File: src/rtl/card_pkg.sv
// Shared types and helpers for the card dealer and the game-rule FSM that reads its hands.
package card_pkg;

    localparam int CARD_W_DEFAULT = 6;
    localparam int MAX_PLAYERS    = 8;

    typedef enum logic [1:0] {
        ST_IDLE = 2'd0,
        ST_BURN = 2'd1,
        ST_DEAL = 2'd2,
        ST_DONE = 2'd3
    } deal_state_t;

    // Bit offset of seat p, slot k inside the flattened hands vector.
    function automatic int seat_slot_lsb(input int p, input int k,
                                         input int cards_per_hand, input int card_w);
        return (p * cards_per_hand + k) * card_w;
    endfunction

endpackage

File: src/rtl/rr_seat_counter.sv
// Round-robin seat/slot counter: seat advances per card, slot advances when the seat wraps.
module rr_seat_counter #(
    parameter int NUM_PLAYERS    = 2,
    parameter int CARDS_PER_HAND = 2,
    parameter int PW             = 1,
    parameter int SW             = 1
) (
    input  logic          clk,
    input  logic          reset,
    input  logic          clear,
    input  logic          advance,
    output logic [PW-1:0] cur_player,
    output logic [SW-1:0] slot,
    output logic          last_seat,
    output logic          last_slot
);

    logic [PW-1:0] r_player;
    logic [SW-1:0] r_slot;

    assign last_seat  = (r_player == PW'(NUM_PLAYERS - 1));
    assign last_slot  = (r_slot == SW'(CARDS_PER_HAND - 1));
    assign cur_player = r_player;
    assign slot       = r_slot;

    always_ff @(posedge clk or posedge reset) begin
        if (reset) begin
            r_player <= '0;
            r_slot   <= '0;
        end else if (clear) begin
            r_player <= '0;
            r_slot   <= '0;
        end else if (advance) begin
            if (last_seat) begin
                r_player <= '0;
                r_slot   <= last_slot ? '0 : r_slot + 1'b1;
            end else begin
                r_player <= r_player + 1'b1;
            end
        end
    end

endmodule

File: src/rtl/card_deal_ctrl.sv
// Deals a valid/ready card stream round-robin into per-seat hands; flags each completed hand.
// CARD_DEAL_BURN_EN: discard the first card after start (BURN state) before dealing.
module card_deal_ctrl
    import card_pkg::*;
#(
    parameter int NUM_PLAYERS    = 2,
    parameter int CARDS_PER_HAND = 2,
    parameter int CARD_W         = CARD_W_DEFAULT,
    localparam int PW            = (NUM_PLAYERS > 1) ? $clog2(NUM_PLAYERS) : 1,
    localparam int HW            = NUM_PLAYERS * CARDS_PER_HAND * CARD_W
) (
    input  logic                   clk,
    input  logic                   reset,
    input  logic                   start,
    input  logic                   abort,
    input  logic                   card_valid,
    input  logic [CARD_W-1:0]      card_in,
    output logic                   card_ready,
    output logic [HW-1:0]          hands,
    output logic [NUM_PLAYERS-1:0] handed,
    output logic [PW-1:0]          cur_player,
    output logic                   busy,
    output logic                   deal_done
);

    localparam int SW = (CARDS_PER_HAND > 1) ? $clog2(CARDS_PER_HAND) : 1;
`ifdef CARD_DEAL_BURN_EN
    localparam deal_state_t START_STATE = ST_BURN;
`else
    localparam deal_state_t START_STATE = ST_DEAL;
`endif

    deal_state_t             r_state, w_next;
    logic [HW-1:0]           r_hands;
    logic [NUM_PLAYERS-1:0]  r_handed;
    logic                    r_deal_done;
    logic                    w_clear, w_busy, w_xfer, w_advance;
    logic [PW-1:0]           w_cur_player;
    logic [SW-1:0]           w_slot;
    logic                    w_last_seat, w_last_slot;

    assign w_busy    = (r_state == ST_BURN) || (r_state == ST_DEAL);
    assign w_xfer    = card_valid && w_busy;
    assign w_advance = w_xfer && (r_state == ST_DEAL) && !abort;

    rr_seat_counter #(
        .NUM_PLAYERS    (NUM_PLAYERS),
        .CARDS_PER_HAND (CARDS_PER_HAND),
        .PW             (PW),
        .SW             (SW)
    ) u_seat_cnt (
        .clk        (clk),
        .reset      (reset),
        .clear      (w_clear),
        .advance    (w_advance),
        .cur_player (w_cur_player),
        .slot       (w_slot),
        .last_seat  (w_last_seat),
        .last_slot  (w_last_slot)
    );

    always_ff @(posedge clk or posedge reset) begin
        if (reset) r_state <= ST_IDLE;
        else       r_state <= w_next;
    end

    // abort outranks start and any transfer, including the final one.
    always_comb begin
        w_next  = r_state;
        w_clear = 1'b0;
        if (abort) begin
            w_next  = ST_IDLE;
            w_clear = 1'b1;
        end else begin
            case (r_state)
                ST_IDLE, ST_DONE: if (start) begin
                    w_next  = START_STATE;
                    w_clear = 1'b1;
                end
                ST_BURN: if (w_xfer) w_next = ST_DEAL;
                ST_DEAL: if (w_xfer && w_last_seat && w_last_slot) w_next = ST_DONE;
                default: w_next = ST_IDLE;
            endcase
        end
    end

    always_ff @(posedge clk or posedge reset) begin
        if (reset) begin
            r_hands     <= '0;
            r_handed    <= '0;
            r_deal_done <= 1'b0;
        end else begin
            r_deal_done <= w_advance && w_last_seat && w_last_slot;
            if (w_clear) begin
                r_hands  <= '0;
                r_handed <= '0;
            end else if (w_advance) begin
                for (int p = 0; p < NUM_PLAYERS; p++) begin
                    if (int'(w_cur_player) == p) begin
                        if (w_last_slot) r_handed[p] <= 1'b1;
                        for (int k = 0; k < CARDS_PER_HAND; k++) begin
                            if (int'(w_slot) == k)
                                r_hands[seat_slot_lsb(p, k, CARDS_PER_HAND, CARD_W) +: CARD_W] <= card_in;
                        end
                    end
                end
            end
        end
    end

    assign card_ready = w_busy;
    assign busy       = w_busy;
    assign hands      = r_hands;
    assign handed     = r_handed;
    assign cur_player = w_cur_player;
    assign deal_done  = r_deal_done;

endmodule

File: config.mk
export PLATFORM = sky130hd
export DESIGN_NAME = card_deal_ctrl
export DESIGN_NICKNAME = d
export VERILOG_FILES = /design/src/rtl/card_pkg.sv /design/src/rtl/rr_seat_counter.sv /design/src/rtl/card_deal_ctrl.sv
export SDC_FILE = /design/constraint.sdc
export NUM_CORES = 1
export LEC_CHECK = 0
export CAP_MARGIN = 20
export CORE_MARGIN = 2
export CORE_UTILIZATION = 41
export DETAILED_ROUTE_END_ITERATION = 7
export MAX_ROUTING_LAYER = met4
export PLACE_DENSITY = 0.74
export SLEW_MARGIN = 0
export SYNTH_ARGS = -nofsm -noshare
export SYNTH_HDL_FRONTEND = slang
export SYNTH_SLANG_ARGS = --single-unit
File: constraint.sdc
create_clock -name clk -period 1.6 [get_ports clk]
set_input_delay 0.24 -clock clk [delete_from_list [all_inputs] [get_ports clk]]
set_output_delay 0.24 -clock clk [all_outputs]
set_load 0.02 [all_outputs]
==> metrics.log <==
[metrics] outcome: finished clean
[metrics] final net count: between 150 and 200
[metrics] crit-path cells: clkdlybuf4s50_1
[metrics] number of nets with antenna violations after detailed routing: 0
[metrics] Final Routed Wirelength: about 3.6 mm
[metrics] Sequential Power Share: 47.9%
[metrics] Clock Sink Count: 31
[metrics] number of enable flip-flop cells after synthesis: 0
[metrics] Bufs on Longest Clock Path: 2
[metrics] DPL Wire Length: 2.27 mm
[metrics] register area share after synthesis: ~57%
[metrics] hold violation count in the final report: 0
[metrics] static leakage power: about 1.1 nW
[metrics] Horiz. Die Dim: 61.8 um
[metrics] post-synthesis instance total: about 120
[metrics] Worst Tran Pin Value: a little under 0.4 ns
[metrics] normalized max-slew margin: approximately three quarters
[metrics] core region area: approximately 0.0031 mm^2
[metrics] grt total ovfl: 0
[metrics] total power per unit cell area: 799 mW/mm^2
[metrics] Hold Buf Count CTS: 0
[metrics] Max Cap Violations: 0
[metrics] CTS tree: done
[metrics] initial detailed-routing violation count: 28
[metrics] #FFs+latches synth: 31
[metrics] Final Hold Slack: between 0.2 and 0.3 ns
[metrics] fraction of the cycle the final worst path needs: just under 100%
[metrics] clock network power share: a little under a third
[metrics] Synth Net Count: about 140
[metrics] kind of cell adding the most delay to the critical path: buffers and inverters
[metrics] Critical Path AT: roughly 1.3 ns
[metrics] number of clock buffers inserted by TritonCTS: 5
[metrics] number of design rule violations left after detail routing: 0
[metrics] sort of element at the start of the critical path: register
[metrics] data required time at the worst endpoint: ~1.4 ns
[metrics] Max Transition Viols Final: 0
[metrics] total internal power: approximately 1.2 mW
[metrics] sort of element at the end of the critical path: primary output
[metrics] crit path max fanout: 2
[metrics] average size of a mapped cell: ~11 um^2
[metrics] first-pass iteration count of the detailed router: 4
[metrics] layout-stage area growth over the synthesis result: 53.2%
[metrics] worst path bufs/invs: 1
[metrics] Max VDD drop: ~0.00052 V
[metrics] Async SR Flop Fraction: 100%
[metrics] number of global-route vias before repair: about 1100
[metrics] number of placed I/O pins: about 40
[metrics] effective utilization at floorplan: a little over two fifths
[metrics] post-synth top area share: between 50% and 60%
[metrics] Min-Delay Path Class: input port to async pin
[metrics] total standard cell area after synthesis: ~0.0014 mm^2
[metrics] overall routing resource usage: between 20% and 30%
[metrics] Primary FF master, synth: sky130_fd_sc_hd__dfrtp_1
[metrics] logic gate share of total power: between 20% and 30%
[metrics] Yosys Warn Count: 0
[metrics] Clock Tree Root: sky130_fd_sc_hd__clkbuf_4
[metrics] number of buffer cells added on primary ports: 40
[metrics] top cells by area in the synthesized netlist: sky130_fd_sc_hd__dfrtp_1, sky130_fd_sc_hd__mux2i_1, sky130_fd_sc_hd__nand2_1
[metrics] antenna violations before repair: 0
[metrics] Die Y: just over 60 um
[metrics] total number of placement rows: 20
[metrics] net switching power: around 0.44 mW
[metrics] DIE AREA: between 0.003 and 0.004 mm^2
[metrics] count leader, synth: sky130_fd_sc_hd__dfrtp_1
[metrics] via density per instance: ~4.9
[metrics] fin util: 67.1%
[metrics] commonest cells in the synthesized netlist: sky130_fd_sc_hd__dfrtp_1, sky130_fd_sc_hd__nand2_1, sky130_fd_sc_hd__mux2i_1
[metrics] RePlAce Congestion: roughly 0.76
[metrics] share of final-layout standard cells stronger than drive strength 1: 19.7%
[metrics] highest clock frequency the design can meet: 642 MHz
[metrics] classification of the worst setup path: register to primary output
[metrics] Design Power: between 1.5 and 2 mW
[metrics] switching share of total power: 26.4%
[metrics] number of different library cells in the post-synthesis netlist: 27
[metrics] maximum level of the CTS H-tree: 2
[metrics] Critical Path Slowest Stage Cell: sky130_fd_sc_hd__clkdlybuf4s50_1
[metrics] largest net degree at the start of global routing: 32
[metrics] WL/cell: approximately 16 um
[metrics] max incr delay on CP: 0.63 ns
[metrics] largest area contributor in the netlist: sky130_fd_sc_hd__dfrtp_1
[metrics] clock-pin transition on the worst setup and hold timing paths: around 0.10 ns
[metrics] setup clock skew after layout: approximately 0.0081 ns
[metrics] latest clock arrival within the worst-skew pair: between 0.3 and 0.4 ns
[metrics] first-pass GRT wire length: roughly 5.3 mm
[metrics] final period demand of the worst path: approximately 1.6 ns
[metrics] via count: 1116
[metrics] antenna cell count: 0
[metrics] final setup vio count: 0
[tightest hold or removal path, delay by kind of cell]
family	cells	cell delay (ns)
buffers and inverters	3	0.80
[repair_timing]
item	in CTS	in global routing
cloned	2	1
pin swaps	2	2
setup buffers	0	3
resized for setup	8	14
endpoints found under the setup margin	16	30
[logic make-up (layout without fill, tap and decap cells)]
family	after synthesis	after routing	synth area share (%)
AO/OA/AOI/OAI	22	22	10.1
XOR/XNOR	1	1	0.639
adder cells (fa/ha/maj)	2	2	1.83
buffers and inverters	16	75	5.84
flip-flops	31	31	56.6
multiplexers	18	18	13.2
AND/OR/NAND/NOR	34	34	11.8
[metal layers]
metal | track usage (%) | up-vias | routed length (um)
met5 | - | - | 0
met4 | 6.38 | 0 | 43
met3 | 6.42 | 5 | 131
met2 | 33.7 | 24 | 1820
met1 | 24.2 | 546 | 1570
li1 | - | 541 | -
[final timing paths]
path / from / end / slack, ns / cells past startpoint
setup / recovery: hands[13] / hands[13] / 0.04 / 1
hold / removal: reset / hands[21] / 0.29 / 3
setup reg to reg: r_state[0] / hands[13] / 0.05 / 5
hold reg to reg: handed[1] / handed[1] / 0.50 / 1
max in group asynchronous: reset / u_seat_cnt.last_slot / 1.02 / 3
min in group clk: handed[1] / handed[1] / 0.50 / 1
[layout make-up]
cell class	instances	area, um^2
Clock buffer	7	65.1
Clock inverter	1	7.51
Fill cell	259	1030
Inverter	8	30.0
Multi-Input combinational cell	77	543
Sequential cell	31	776
Tap cell	44	55.1
Timing Repair Buffer	59	623
[flip-flops by register name, summed over array words and instances (netlist names)]
signal and count:
u_seat_cnt.cur_player 1, r_state 2, u_seat_cnt.last_slot 1, deal_done 1, hands 24, handed 2
[layout by cell type, fill, tap and decap left out, drive strengths merged, types with 2 or more instances in the layout]
cell type and instances:
a21oi 3, a31oi 2, buf 17, clkbuf 10
clkdlybuf4s50 32, dfrtp 31, dlymetal6s2s 5, ha 2
inv 8, mux2i 18, nand2 25, nand3b 2
o211ai 6, o21ai 7
[through the flow]
| step | std cells | setup WS, ns | TNS (ns) | area [um^2] |
|---|---|---|---|---|
| after detailed placement | 214 | -0.119 | -1.32 | 1900 |
| after global routing | 227 | -0.0262 | -0.0316 | 2100 |
| after global placement | 214 | -0.0611 | -0.529 | 1900 |
| after floorplan | 124 | 0.0887 | 0 | 1370 |
| after CTS | 224 | -0.0392 | -0.0766 | 2060 |
| final | 227 | 0.0412 | 0 | 2100 |
[power groups by stage]
| stage | Clock [mW] | Sequential (mW) | Combinational (mW) |
|---|---|---|---|
| floorplan | 0 | 0.823 | 0.140 |
| global placement | 0 | 0.816 | 0.272 |
| detailed placement | 0 | 0.817 | 0.282 |
| CTS | 0.534 | 0.805 | 0.341 |
| global route | 0.562 | 0.805 | 0.385 |
| finish | 0.517 | 0.804 | 0.357 |
No activity file was read; power rests on OpenSTA's default activity.
